==> src/rtl/branch_target_unit.sv <==
// Branch/jump target generator with a 2-entry valid/ready output buffer (HEAD + SKID).
// Optional target misalignment flag: define BTU_MISALIGN_CHECK_EN to build it.
module branch_target_unit #(
  parameter int XLEN       = 32,
  parameter int IMM_SHIFT  = 0,
  parameter int ALIGN_BITS = 2
) (
  input  logic            clock,
  input  logic            reset,
  input  logic            in_valid,
  output logic            in_ready,
  input  logic [1:0]      in_mode,
  input  logic [XLEN-1:0] in_pc,
  input  logic [XLEN-1:0] in_rs1,
  input  logic [XLEN-1:0] in_imm,
  output logic            out_valid,
  input  logic            out_ready,
  output logic [XLEN-1:0] out_target,
  output logic [XLEN-1:0] out_link,
  output logic [1:0]      out_mode,
  output logic            out_misaligned
);

  typedef enum logic [1:0] {
    EMPTY = 2'd0,
    ONE   = 2'd1,
    TWO   = 2'd2
  } state_t;

  localparam logic [1:0] MODE_BRANCH = 2'b00;
  localparam logic [1:0] MODE_JAL    = 2'b01;
  localparam logic [1:0] MODE_JALR   = 2'b10;

  // Out-of-range configurations leave a marker scope in the elaborated hierarchy.
  if (ALIGN_BITS < 1 || ALIGN_BITS >= XLEN || IMM_SHIFT < 0 || IMM_SHIFT > 3) begin : g_bad_config
  end

  state_t          state_reg;
  logic [XLEN-1:0] head_target_reg;
  logic [XLEN-1:0] head_link_reg;
  logic [1:0]      head_mode_reg;
  logic            head_mis_reg;
  logic [XLEN-1:0] skid_target_reg;
  logic [XLEN-1:0] skid_link_reg;
  logic [1:0]      skid_mode_reg;
  logic            skid_mis_reg;

  logic [XLEN-1:0] imm_s;
  logic [XLEN-1:0] jalr_sum;
  logic [XLEN-1:0] target_next;
  logic [XLEN-1:0] link_next;
  logic            mis_next;
  logic            push;
  logic            pop;

  assign in_ready  = (state_reg != TWO);
  assign out_valid = (state_reg != EMPTY);
  assign push      = in_valid & in_ready;
  assign pop       = out_valid & out_ready;

  always_comb begin
    imm_s     = in_imm << IMM_SHIFT;
    jalr_sum  = in_rs1 + imm_s;
    link_next = in_pc + XLEN'(4);
    case (in_mode)
      MODE_BRANCH, MODE_JAL: target_next = in_pc + imm_s;
      MODE_JALR:             target_next = {jalr_sum[XLEN-1:1], 1'b0};
      default:               target_next = link_next;
    endcase
`ifdef BTU_MISALIGN_CHECK_EN
    mis_next = |target_next[ALIGN_BITS-1:0];
`else
    mis_next = 1'b0;
`endif
  end

  // HEAD always holds the oldest result; SKID only fills while HEAD is stalled.
  always_ff @(posedge clock or posedge reset) begin
    if (reset) begin
      state_reg       <= EMPTY;
      head_target_reg <= '0;
      head_link_reg   <= '0;
      head_mode_reg   <= '0;
      head_mis_reg    <= 1'b0;
      skid_target_reg <= '0;
      skid_link_reg   <= '0;
      skid_mode_reg   <= '0;
      skid_mis_reg    <= 1'b0;
    end else begin
      case (state_reg)
        EMPTY: begin
          if (push) begin
            head_target_reg <= target_next;
            head_link_reg   <= link_next;
            head_mode_reg   <= in_mode;
            head_mis_reg    <= mis_next;
            state_reg       <= ONE;
          end
        end
        ONE: begin
          if (push && pop) begin
            head_target_reg <= target_next;
            head_link_reg   <= link_next;
            head_mode_reg   <= in_mode;
            head_mis_reg    <= mis_next;
          end else if (push) begin
            skid_target_reg <= target_next;
            skid_link_reg   <= link_next;
            skid_mode_reg   <= in_mode;
            skid_mis_reg    <= mis_next;
            state_reg       <= TWO;
          end else if (pop) begin
            state_reg <= EMPTY;
          end
        end
        TWO: begin
          if (pop) begin
            head_target_reg <= skid_target_reg;
            head_link_reg   <= skid_link_reg;
            head_mode_reg   <= skid_mode_reg;
            head_mis_reg    <= skid_mis_reg;
            state_reg       <= ONE;
          end
        end
        default: state_reg <= EMPTY;
      endcase
    end
  end

  assign out_target     = head_target_reg;
  assign out_link       = head_link_reg;
  assign out_mode       = head_mode_reg;
  assign out_misaligned = head_mis_reg;

endmodule

==> config.mk <==
export PLATFORM = sky130hd
export DESIGN_NAME = branch_target_unit
export DESIGN_NICKNAME = d
export VERILOG_FILES = /design/src/rtl/branch_target_unit.sv
export SDC_FILE = /design/constraint.sdc
export NUM_CORES = 1
export LEC_CHECK = 0
export ABC_CLOCK_PERIOD_IN_PS = 8500
export BUFFER_PORTS_ARGS = -buffer_cell sky130_fd_sc_hd__clkbuf_2
export CAP_MARGIN = 20
export CORE_MARGIN = 2
export CORE_UTILIZATION = 51
export CTS_CLUSTER_SIZE = 28
export DETAILED_ROUTE_END_ITERATION = 12
export PLACE_DENSITY_LB_ADDON = 0.15
export SLEW_MARGIN = 25
export SYNTH_ARGS = -nofsm -noshare
export SYNTH_HDL_FRONTEND = slang
export SYNTH_SLANG_ARGS = --single-unit
export TNS_END_PERCENT = 5
==> constraint.sdc <==
create_clock -name clock -period 8.5 [get_ports clock]
set_input_delay 0.425 -clock clock [delete_from_list [all_inputs] [get_ports clock]]
set_output_delay 0.425 -clock clock [all_outputs]
set_load 0.02 [all_outputs]
== Yosys cells after proc, flatten, opt, wreduce, memory -nomap -nowiden ==
Cells that the tools add are included.

* Add/sub/neg operators: 3
* Equality and inequality tests: 10
* Multiplexer cells: 23
* Bitwise logic cells: 3
* Reductions and logical operators: 9

{| class="wikitable"
|+ Operators with widths
! cell !! number
|-
| $mux W32 || 6
|-
| $pmux W32 S3 || 2
|-
| $add A32 B32 Y32 || 2
|-
| $pmux W32 S2 || 1
|-
| $add A32 B3 Y32 const B || 1
|-
| $mux W2 || 8
|-
| $pmux W2 S3 || 2
|-
| $ne A2 B2 Y1 const B || 5
|-
| $reduce_and A4 Y1 || 2
|-
| $eq A2 B1 Y1 const B || 2
|-
| $eq A2 B2 Y1 const B || 2
|-
| $logic_not A2 Y1 || 2
|-
| $mux W1 || 3
|-
| $ne A3 B3 Y1 const B || 1
|-
| $pmux W1 S3 || 1
|-
| $reduce_and A3 Y1 || 1
|-
| $reduce_bool A3 Y1 || 1
|-
| $and A1 B1 Y1 || 2
|-
| $reduce_bool A2 Y1 || 1
|-
| $reduce_or A2 Y1 || 1
|-
| $logic_and A1 B1 Y1 || 1
|-
| $not A1 Y1 || 1
|}

* Bits in registers: 135
* Bits of input ports: 102
* Word-level logic and storage cells: 56

== Longest topological paths before layout ==
Gate-level depths: netlist of run 1.

* Depth in word-level cells: 6
* Depth in mapped cells: 12

== Worst setup path before layout of run 1 ==
OpenSTA, ideal clock, no wires.

* Path kind: input port to flip-flop
* Start point: in in_pc[0]
* End point: reg skid_target_reg[22]
* Setup time: 133 ps
* Data arrival time: 2,530 ps
* Data required time: 8,367 ps
* Setup slack: 5,836 ps
* Cell stages on the path: 12
* Cells stage by stage: ha_1 inv_1 fa_1 nand2b_1 a21o_1 a21oi_1 a41oi_1 o21ai_0 a21oi_1 xnor2_1 mux2i_1 o21ai_0

* Longest elaborated chain between the ends: 2
* Elaborated cells on any way between the ends: 3
* Classes of those cells: add/sub: 2; mux: 1

{| class="wikitable"
|+ RTL lines
! item !! line !! source
|-
| start, declared || 13 || <nowiki>input logic [XLEN-1:0] in_pc,</nowiki>
|-
| $add A32 B3 Y32 or $add A32 B32 Y32 (tied branches) || 64, 66 ||
|-
| $pmux W32 S2 * || 65 || <nowiki>case (in_mode)</nowiki>
|-
| end signal, assigned || 107 || <nowiki>skid_target_reg <= target_next;</nowiki>
|-
| end, declared || 43 || <nowiki>logic [XLEN-1:0] skid_target_reg;</nowiki>
|}

Mark *: on every way between the ends. The rest lies on a longest branch, timed or not.
A chain may end at the register's enable or synchronous reset.

== Worst setup path in the final report of run 1 ==
* Start point: in in_pc[6]
* End point: reg head_target_reg[25] (netlist: out_target[25])

* Longest elaborated chain between the ends: 4
* Elaborated cells on any way between the ends: 6
* Classes of those cells: add/sub: 2; mux: 4

{| class="wikitable"
|+ RTL lines
! item !! line !! source
|-
| $add A32 B3 Y32 or $add A32 B32 Y32 (tied branches) || 64, 66 ||
|-
| $pmux W32 S2 * || 65 ||
|-
| $mux W32, on equally long branches || 101, 92 ||
|-
| $pmux W32 S3 * || 90 || <nowiki>case (state_reg)</nowiki>
|-
| end signal, assigned || 93 || <nowiki>head_target_reg <= target_next;</nowiki>
|-
| end signal, assigned || 102 || <nowiki>head_target_reg <= target_next;</nowiki>
|-
| end signal, assigned || 118 || <nowiki>head_target_reg <= skid_target_reg;</nowiki>
|-
| end, declared || 39 || <nowiki>logic [XLEN-1:0] head_target_reg;</nowiki>
|}

Mark *: on every way between the ends. The rest lies on a longest branch, timed or not. The select of a mux whose other input is x is not followed.

==> metrics.cfg, run 1 <==
[status]
outcome = complete, no violations

[pwr]
swShare_pct = 37.6
p_comb_share_pct = 35.3
seq_power_share_pct = 36.0
power_frac_clock_pct = 28.7
intPower_mw = 1.71
cellPowerDensity_nw_per_um2 = 236
ir_drop_mv = 0.130
fin_total_pwr_mw = 2.75
p_leak_nw = 5.37
p_sw_mw = 1.03

[global_routing]
grt_pass1_wl_mm = 51.3
overflow = 0
grt_pass1_vias = 9201
grt_max_degree = 103
track_usage_pct = 30.5
grt_antenna_before_repair = 0

[clock_network]
clk_latency_ps = 420
cts_made_buffers = 17
cts_buffer_depth = 2
root_buffer = clkbuf_16
htreeDepth = 4
ctsHoldBuffers = 0
path_clk_slew_ps = 60
clock_sinks = 134
post_cts_buffers = 0
post_cts_resized = 0
cts_tree = built

[place]
placed_area_um2 = 11000
io_buffers = 169
post-place-cells = 1651
dp_slack_ps = 5090
gp_congestion = 1.01
place_hpwl_mm = 24.5

[route]
route.detailed.drc = 0
wl_per_cell_um = 19.3
firstDrtPassIters = 5
ant_nets = 0
vias = 10065
wirelength_mm = 32.5
via_per_inst = 5.98
dr.first_iter.drc_count = 1084

[worst_setup_path]
end_kind = flip-flop
crit_arrival_ps = 3390
worst-setup-path-type = in2reg
crit_top_cell = o21ai_1
cp-start-kind = input pin
max_stage_delay_ps = 470
critPathRequiredTime_ps = 8760
crit_path_cell_trace = clkbuf_2 -> ha_1 -> a2111oi_0 -> o21ai_1 -> a21oi_2 -> nor4_1 -> a311oi_2 -> o21ai_1 -> xor2_1 -> a221oi_2 -> a21oi_1
critPathSlowestCell = a2111oi_0
path_max_fanout = 6

[logic_synthesis]
synth-async-reset-ratio_pct = 100
synthMuxAreaShare_pct = 0.886
syn_area_per_cell_um2 = 7.93
ys.flop_type = dfrtp_1
synth_area_um2 = 10200
synth_xor_area_share_pct = 6.55
ys_seq_area_share_pct = 33.0
syn-num-nets = 1448
synth_edf_count = 0
yosys_warnings = 0
synth.distinct_cells = 74
synth_top_family_by_area = compound AO/OA/AOI/OAI gates
synthSimpleGateAreaFrac_pct = 21.0
ys_seq_elements = 134
synthCells = 1282
synth_fa_ha_area_share_pct = 8.03
synth-compound-area-share_pct = 25.8

[die]
pin_count = 171
initial_utilization_pct = 52.1
rows = 51
core-area_um2 = 19500
die-area_um2 = 21100
die_h_um = 145
die_w_um = 145

[sta]
grt_setup_unrepaired = false
hold_ws_ps = 162
worst_pin_slew_ps = 936
hold_viol = 0
setup-violations-final = 0
skew_ps = 12.2
fin_ws_ps = 5370
finalCritPeriodShare_pct = 36.8
final.setup.tns_ps = 0
slew_headroom_pct = 37.6
period_needed_ps = 3130
fmaxAchievable_mhz = 320
slew_viol_final = 0

[finish]
fin_util_pct = 59.7
final_cell_area_um2 = 11700
area_delta_synth_final_pct = 14.8
drive_above_1_share_pct = 17.2
fin_cells = 1683
fin_nets = 1571
antenna-diode-count = 0

[flow_run]
max-cap-violations = 0

[hold_path]
hold_path.class = in2async

==> placed cells by master (no fill, tap or decap), drive strengths merged, types with 3 or more instances in the layout <==
cell      netlist  routed
clkinvlp        0       5
dfrtp         134     134
mux2i           9       9
and2            8       8
and4            7       7
o31ai          13      13
and3           22      22
or3            16      16
o21a            6       6
nor2          123     123
bufinv          0       4
xor2           41      41
clkbuf         65     190
nand2b         13      13
inv            19      20
nand2         182     182
or2             6       6
a31o            5       5
o21bai          4       4
o22ai           6       6
a211oi         16      16
nand4          24      24
a31oi          19      19
o41ai           3       3
nand3          30      30
a21o           30      30
o21ai         150     150
nor3           24      24
o211ai         22      22
ha             62      62
nor2b           6       6
a21oi         138     138
a311oi          5       5
buf            10      11
xnor2          35      35
==> cell families after synthesis <==
logic type,Yosys count
AO/OA/AOI/OAI,436
XOR/XNOR,76
adder cells (fa/ha/maj),64
flip-flops,134
buffers and inverters,95
AND/OR/NAND/NOR,467
multiplexers,9
other,1
==> power groups by stage <==
stage	clock (mW)	combinational [mW]	sequential, mW
after global routing	0.822	1.07	1.02
final	0.789	0.970	0.989
after global placement	0	0.949	0.988
after floorplan	0	0.538	1.09
after detailed placement	0	0.958	0.995
after CTS	0.797	0.963	0.987
==> synthesized netlist by cell type (8+ instances only) <==
cell / number / area share (%)
nand2_1: 182 / 6.7
o21ai_0: 143 / 7.0
a21oi_1: 137 / 6.7
dfrtp_1: 134 / 33
nor2_1: 123 / 4.5
ha_1: 62 / 7.6
clkbuf_1: 55 / 2.0
xor2_1: 41 / 3.5
xnor2_1: 35 / 3.0
nand3_1: 30 / 1.5
a21o_1: 27 / 2.0
nor3_1: 24 / 1.2
nand4_1: 23 / 1.4
and3_1: 21 / 1.3
o211ai_1: 21 / 1.6
a31oi_1: 19 / 1.2
inv_1: 19 / 0.70
a211oi_1: 16 / 1.2
or3_1: 16 / 0.98
nand2b_1: 13 / 0.80
o31ai_1: 13 / 0.96
clkbuf_8: 9 / 1.2
mux2i_1: 9 / 0.89
and2_1: 8 / 0.49
==> area by class of cell <==
class	instances	area (um^2)
fill	1818	7860
tap	265	332
inverter	19	73.8
timing repair buffer	180	928
sequential	134	3350
clock inverter	11	171
clock buffer	21	470
multi-input combinational	1053	6340
==> worst max-delay path, delay by kind of cell <==
| kind | cells | cell delay, ps |
|---|---|---|
| compound gates | 7 | 2130 |
| fa+ha+maj | 1 | 390 |
| xor+xnor | 1 | 180 |
| buf+inv | 1 | 140 |
| simple gates | 1 | 110 |
==> routing by layer <==
| metal | track usage, % | wire, um |
|---|---|---|
| met1 | 47.3 | 15700 |
| met5 | 0 | 0 |
| met2 | 44.2 | 13500 |
| met3 | 5.25 | 2760 |
| met4 | 6.72 | 500 |
==> worst paths after layout <==
kind,startpoint,end,slack [ps],cells after the start
worst max register to register,state_reg[1],out_target[28],5670,7
worst min register to register,skid_target_reg[27],skid_target_reg[27],470,2
worst max-delay path,in_pc[6],out_target[25],5370,11
worst min-delay path,reset,skid_link_reg[23],160,2
max in group asynchronous,reset,skid_target_reg[19],6940,3
min in group clock,in_pc[0],skid_link_reg[0],250,3
No activity file was read; power rests on OpenSTA's default activity.
==> run 2: changes to the inputs <==
--- a/config.mk
+++ b/config.mk
@@ -5,7 +5,7 @@
 export SDC_FILE = /design/constraint.sdc
 export NUM_CORES = 1
 export LEC_CHECK = 0
-export ABC_CLOCK_PERIOD_IN_PS = 8500
+export ABC_CLOCK_PERIOD_IN_PS = 2600
 export BUFFER_PORTS_ARGS = -buffer_cell sky130_fd_sc_hd__clkbuf_2
 export CAP_MARGIN = 20
 export CORE_MARGIN = 2
==> constraint.sdc (replaced) <==
create_clock -name clock -period 2.6 [get_ports clock]
set_input_delay 0.13 -clock clock [delete_from_list [all_inputs] [get_ports clock]]
set_output_delay 0.13 -clock clock [all_outputs]
set_load 0.02 [all_outputs]
==> run 2 against run 1 <==
Cell count increased by 8.4%. Global-route usage grew 0.16 points. Sequential cell count unchanged. First-iteration DRC count fell by 18%. Largest cell class unchanged. Via count is 3.9% higher. Sequential power grew to 3.3 times the previous value. Register-to-register slack lost 5100 ps. Sequential share of layout area is 2.5 points lower. Critical endpoint is now skid_target_reg[24]. Clock power grew to 3.2 times the previous value. Core utilization grew 5.6 points. Design area is 9.4% higher. Highest routed layer unchanged.
==> metrics.cfg, run 2 (same netlist as run 1, synthesis figures left out) <==
[sta]
setup-violations-final = 0  ; unchanged
period_needed_ps = 2360
hold_viol = 0  ; unchanged
worst_pin_slew_ps = 774  ; was 936 ps
slew_viol_final = 0  ; unchanged
skew_ps = 10.0  ; was 12.2 ps
finalCritPeriodShare_pct = 90.9
slew_headroom_pct = 48.4  ; was 37.6%
grt_setup_unrepaired = false  ; unchanged
fmaxAchievable_mhz = 423
final.setup.tns_ps = 0  ; unchanged

[pwr]
fin_total_pwr_mw = 9.19  ; was 2.75 mW
ir_drop_mv = 0.344  ; was 0.130 mV
p_comb_share_pct = 37.4  ; was 35.3%
p_sw_mw = 3.47  ; was 1.03 mW
p_leak_nw = 6.06  ; was 5.37 nW
intPower_mw = 5.72  ; was 1.71 mW
swShare_pct = 37.7  ; was 37.6%
seq_power_share_pct = 35.4  ; was 36.0%
power_frac_clock_pct = 27.2  ; was 28.7%
cellPowerDensity_nw_per_um2 = 720  ; was 236 nW/um^2

[die]
initial_utilization_pct = 52.1  ; unchanged
rows = 51  ; unchanged
die_w_um = 145  ; unchanged
pin_count = 171  ; unchanged
core-area_um2 = 19500  ; unchanged
die-area_um2 = 21100  ; unchanged
die_h_um = 145  ; unchanged

[finish]
area_delta_synth_final_pct = 25.6  ; was 14.8%
most-common-layout-cells = 180 x nand2_1, 169 x clkbuf_2, 146 x buf_4  ; was 180 x nand2_1, 169 x clkbuf_2, 143 x o21ai_0
mostFrequentLayoutCell = nand2_1  ; unchanged
fill_cells = 1749  ; was 1,818
multi_input_area_um2 = 6340  ; about the same
antenna-diode-count = 0  ; unchanged
drive_above_1_share_pct = 24.6  ; was 17.2%
fin_cells = 1824  ; was 1,683
fin_nets = 1712  ; was 1,571
final_cell_area_um2 = 12800  ; was 11,700 um^2
area.sequential_um2 = 3350  ; unchanged

[worst_setup_path]
critPathRequiredTime_ps = 2930  ; was 8760 ps
crit_path_cell_trace = clkbuf_2 -> ha_1 -> inv_1 -> fa_1 -> nand2b_1 -> a21o_1 -> a211oi_1 -> buf_4 -> o31ai_1 -> o21ai_0 -> xor2_1 -> mux2i_1 -> buf_4 -> o21ai_0  ; was clkbuf_2 -> ha_1 -> a2111oi_0 -> o21ai_1 -> a21oi_2 -> nor4_1 -> a311oi_2 -> o21ai_1 -> xor2_1 -> a221oi_2 -> a21oi_1
worst_r2r_startpoint = state_reg[1]  ; unchanged
cp_top_family = compound AO/OA/AOI/OAI gates  ; unchanged
cp-start-kind = input pin  ; unchanged
crit_arrival_ps = 2690  ; was 3390 ps
max_stage_delay_ps = 370  ; was 470 ps
r2r_slack_ps = 610  ; was 5670 ps
end_kind = flip-flop  ; unchanged
cp_num_buf_inv = 4  ; was 1
path_max_fanout = 3  ; was 6
critPathSlowestCell = fa_1  ; was a2111oi_0
r2r_end = out_target[13]  ; was out_target[28]
worst-setup-path-type = in2reg  ; unchanged
r2r.worst_path.cells = 7  ; unchanged

[route]
wl_per_cell_um = 17.7  ; was 19.3 um
wirelength_mm = 32.3  ; was 32.5 mm
dr.first_iter.drc_count = 890  ; was 1,084
vias = 10455  ; was 10,065
firstDrtPassIters = 5  ; unchanged
route.detailed.drc = 0  ; unchanged
ant_nets = 0  ; unchanged
via_per_inst = 5.73  ; was 5.98

[clock_network]
root_buffer = clkbuf_16  ; unchanged
cts_tree = built  ; unchanged
post_cts_buffers = 0  ; unchanged
cts_made_buffers = 17  ; unchanged
clk_latency_ps = 420  ; about the same
cts_buffer_depth = 2  ; unchanged
path_clk_slew_ps = 60  ; about the same
htreeDepth = 4  ; unchanged
clock_sinks = 134  ; unchanged

[place]
place_hpwl_mm = 25.0  ; was 24.5 mm
placed_area_um2 = 12100  ; was 11,000 um^2
post-place-cells = 1790  ; was 1,651
gp_congestion = 0.954  ; was 1.01
io_buffers = 169  ; unchanged

[global_routing]
grt_max_degree = 135  ; was 103
grt_antenna_before_repair = 0  ; unchanged
overflow = 0  ; unchanged
track_usage_pct = 30.6  ; was 30.5%
grt_pass1_wl_mm = 52.1  ; was 51.3 mm
grt_pass1_vias = 9818  ; was 9,201

[flow_run]
max-cap-violations = 0  ; unchanged

[hold_path]
min_to = skid_link_reg[0]
hp-start = in_pc[0]
whs_path_depth = 4
hold_path.class = in2reg  ; was in2async

[status]
outcome = complete, no violations  ; unchanged

run 2: changes by cell type in the layout (fill, tap and decap cells not counted), moves of 2 or more:
cell,change
inv_6,+2
clkinv_4,+2
dlygate4sd3_1,+2
buf_12,+4
buf_4,+135
run 2: layout make-up:
type | count | area share, %
multi-input combinational | 1053 | 49.7
sequential | 134 | 26.3
timing repair buffer | 321 | 16.0
clock buffer | 19 | 3.55
tap | 265 | 2.60
clock inverter | 13 | 1.34
inverter | 19 | 0.588
run 2: stage by stage:
| stage | hold slack, ps | util [%] | setup WS, ps |
|---|---|---|---|
| after floorplan | 196 | - | 231 |
| after global placement | 369 | 62.0 | -175 |
| after detailed placement | 367 | 62.0 | -189 |
| after CTS | 53.6 | 65.3 | 200 |
| after global routing | 70.9 | 65.4 | 79.7 |
| final | 64.4 | 65.4 | 236 |
run 2: routing by layer:
layer | global-route usage (%) | routed length [um] | vias up
met5 | 0 | 0 | -
met4 | 6.81 | 450 | 0
met2 | 45.7 | 14100 | 400
met1 | 47.4 | 15800 | 4882
met3 | 3.77 | 1990 | 24
li1 | - | - | 5149
run 2: power by group through the flow:
stage	registers [mW]	clock network, mW	logic [mW]
after global routing	3.33	2.63	3.81
after floorplan	3.57	0	1.76
after detailed placement	3.27	0	3.39
after CTS	3.25	2.52	3.42
final	3.25	2.50	3.44
after global placement	3.24	0	3.34
run 2: worst max path at each step:
stage	start	end	slack (ps)	cells after the start
after detailed placement	in_imm[0]	out_target[28]	-190	14
after global routing	in_imm[0]	skid_target_reg[24]	80	14
after floorplan	in_pc[0]	skid_target_reg[22]	230	12
after CTS	in_imm[0]	out_target[28]	200	14
final	in_imm[0]	skid_target_reg[24]	240	14
after global placement	in_imm[0]	out_target[28]	-180	14
run 2: timing repair:
item | in CTS | in global routing
hold buffers | 2 | 0
endpoints found under the hold margin | 135 | 0
endpoints found under the setup margin | 0 | 1
resized for setup | 0 | 1
run 2: worst register-to-register path, stage by stage, from the launching register on:
cell	delay [ps]
dfrtp_1	430
nor2b_1	300
nand2_1	110
and2_1	370
buf_4	300
nor3_1	210
nor2_1	70
o21a_1	100
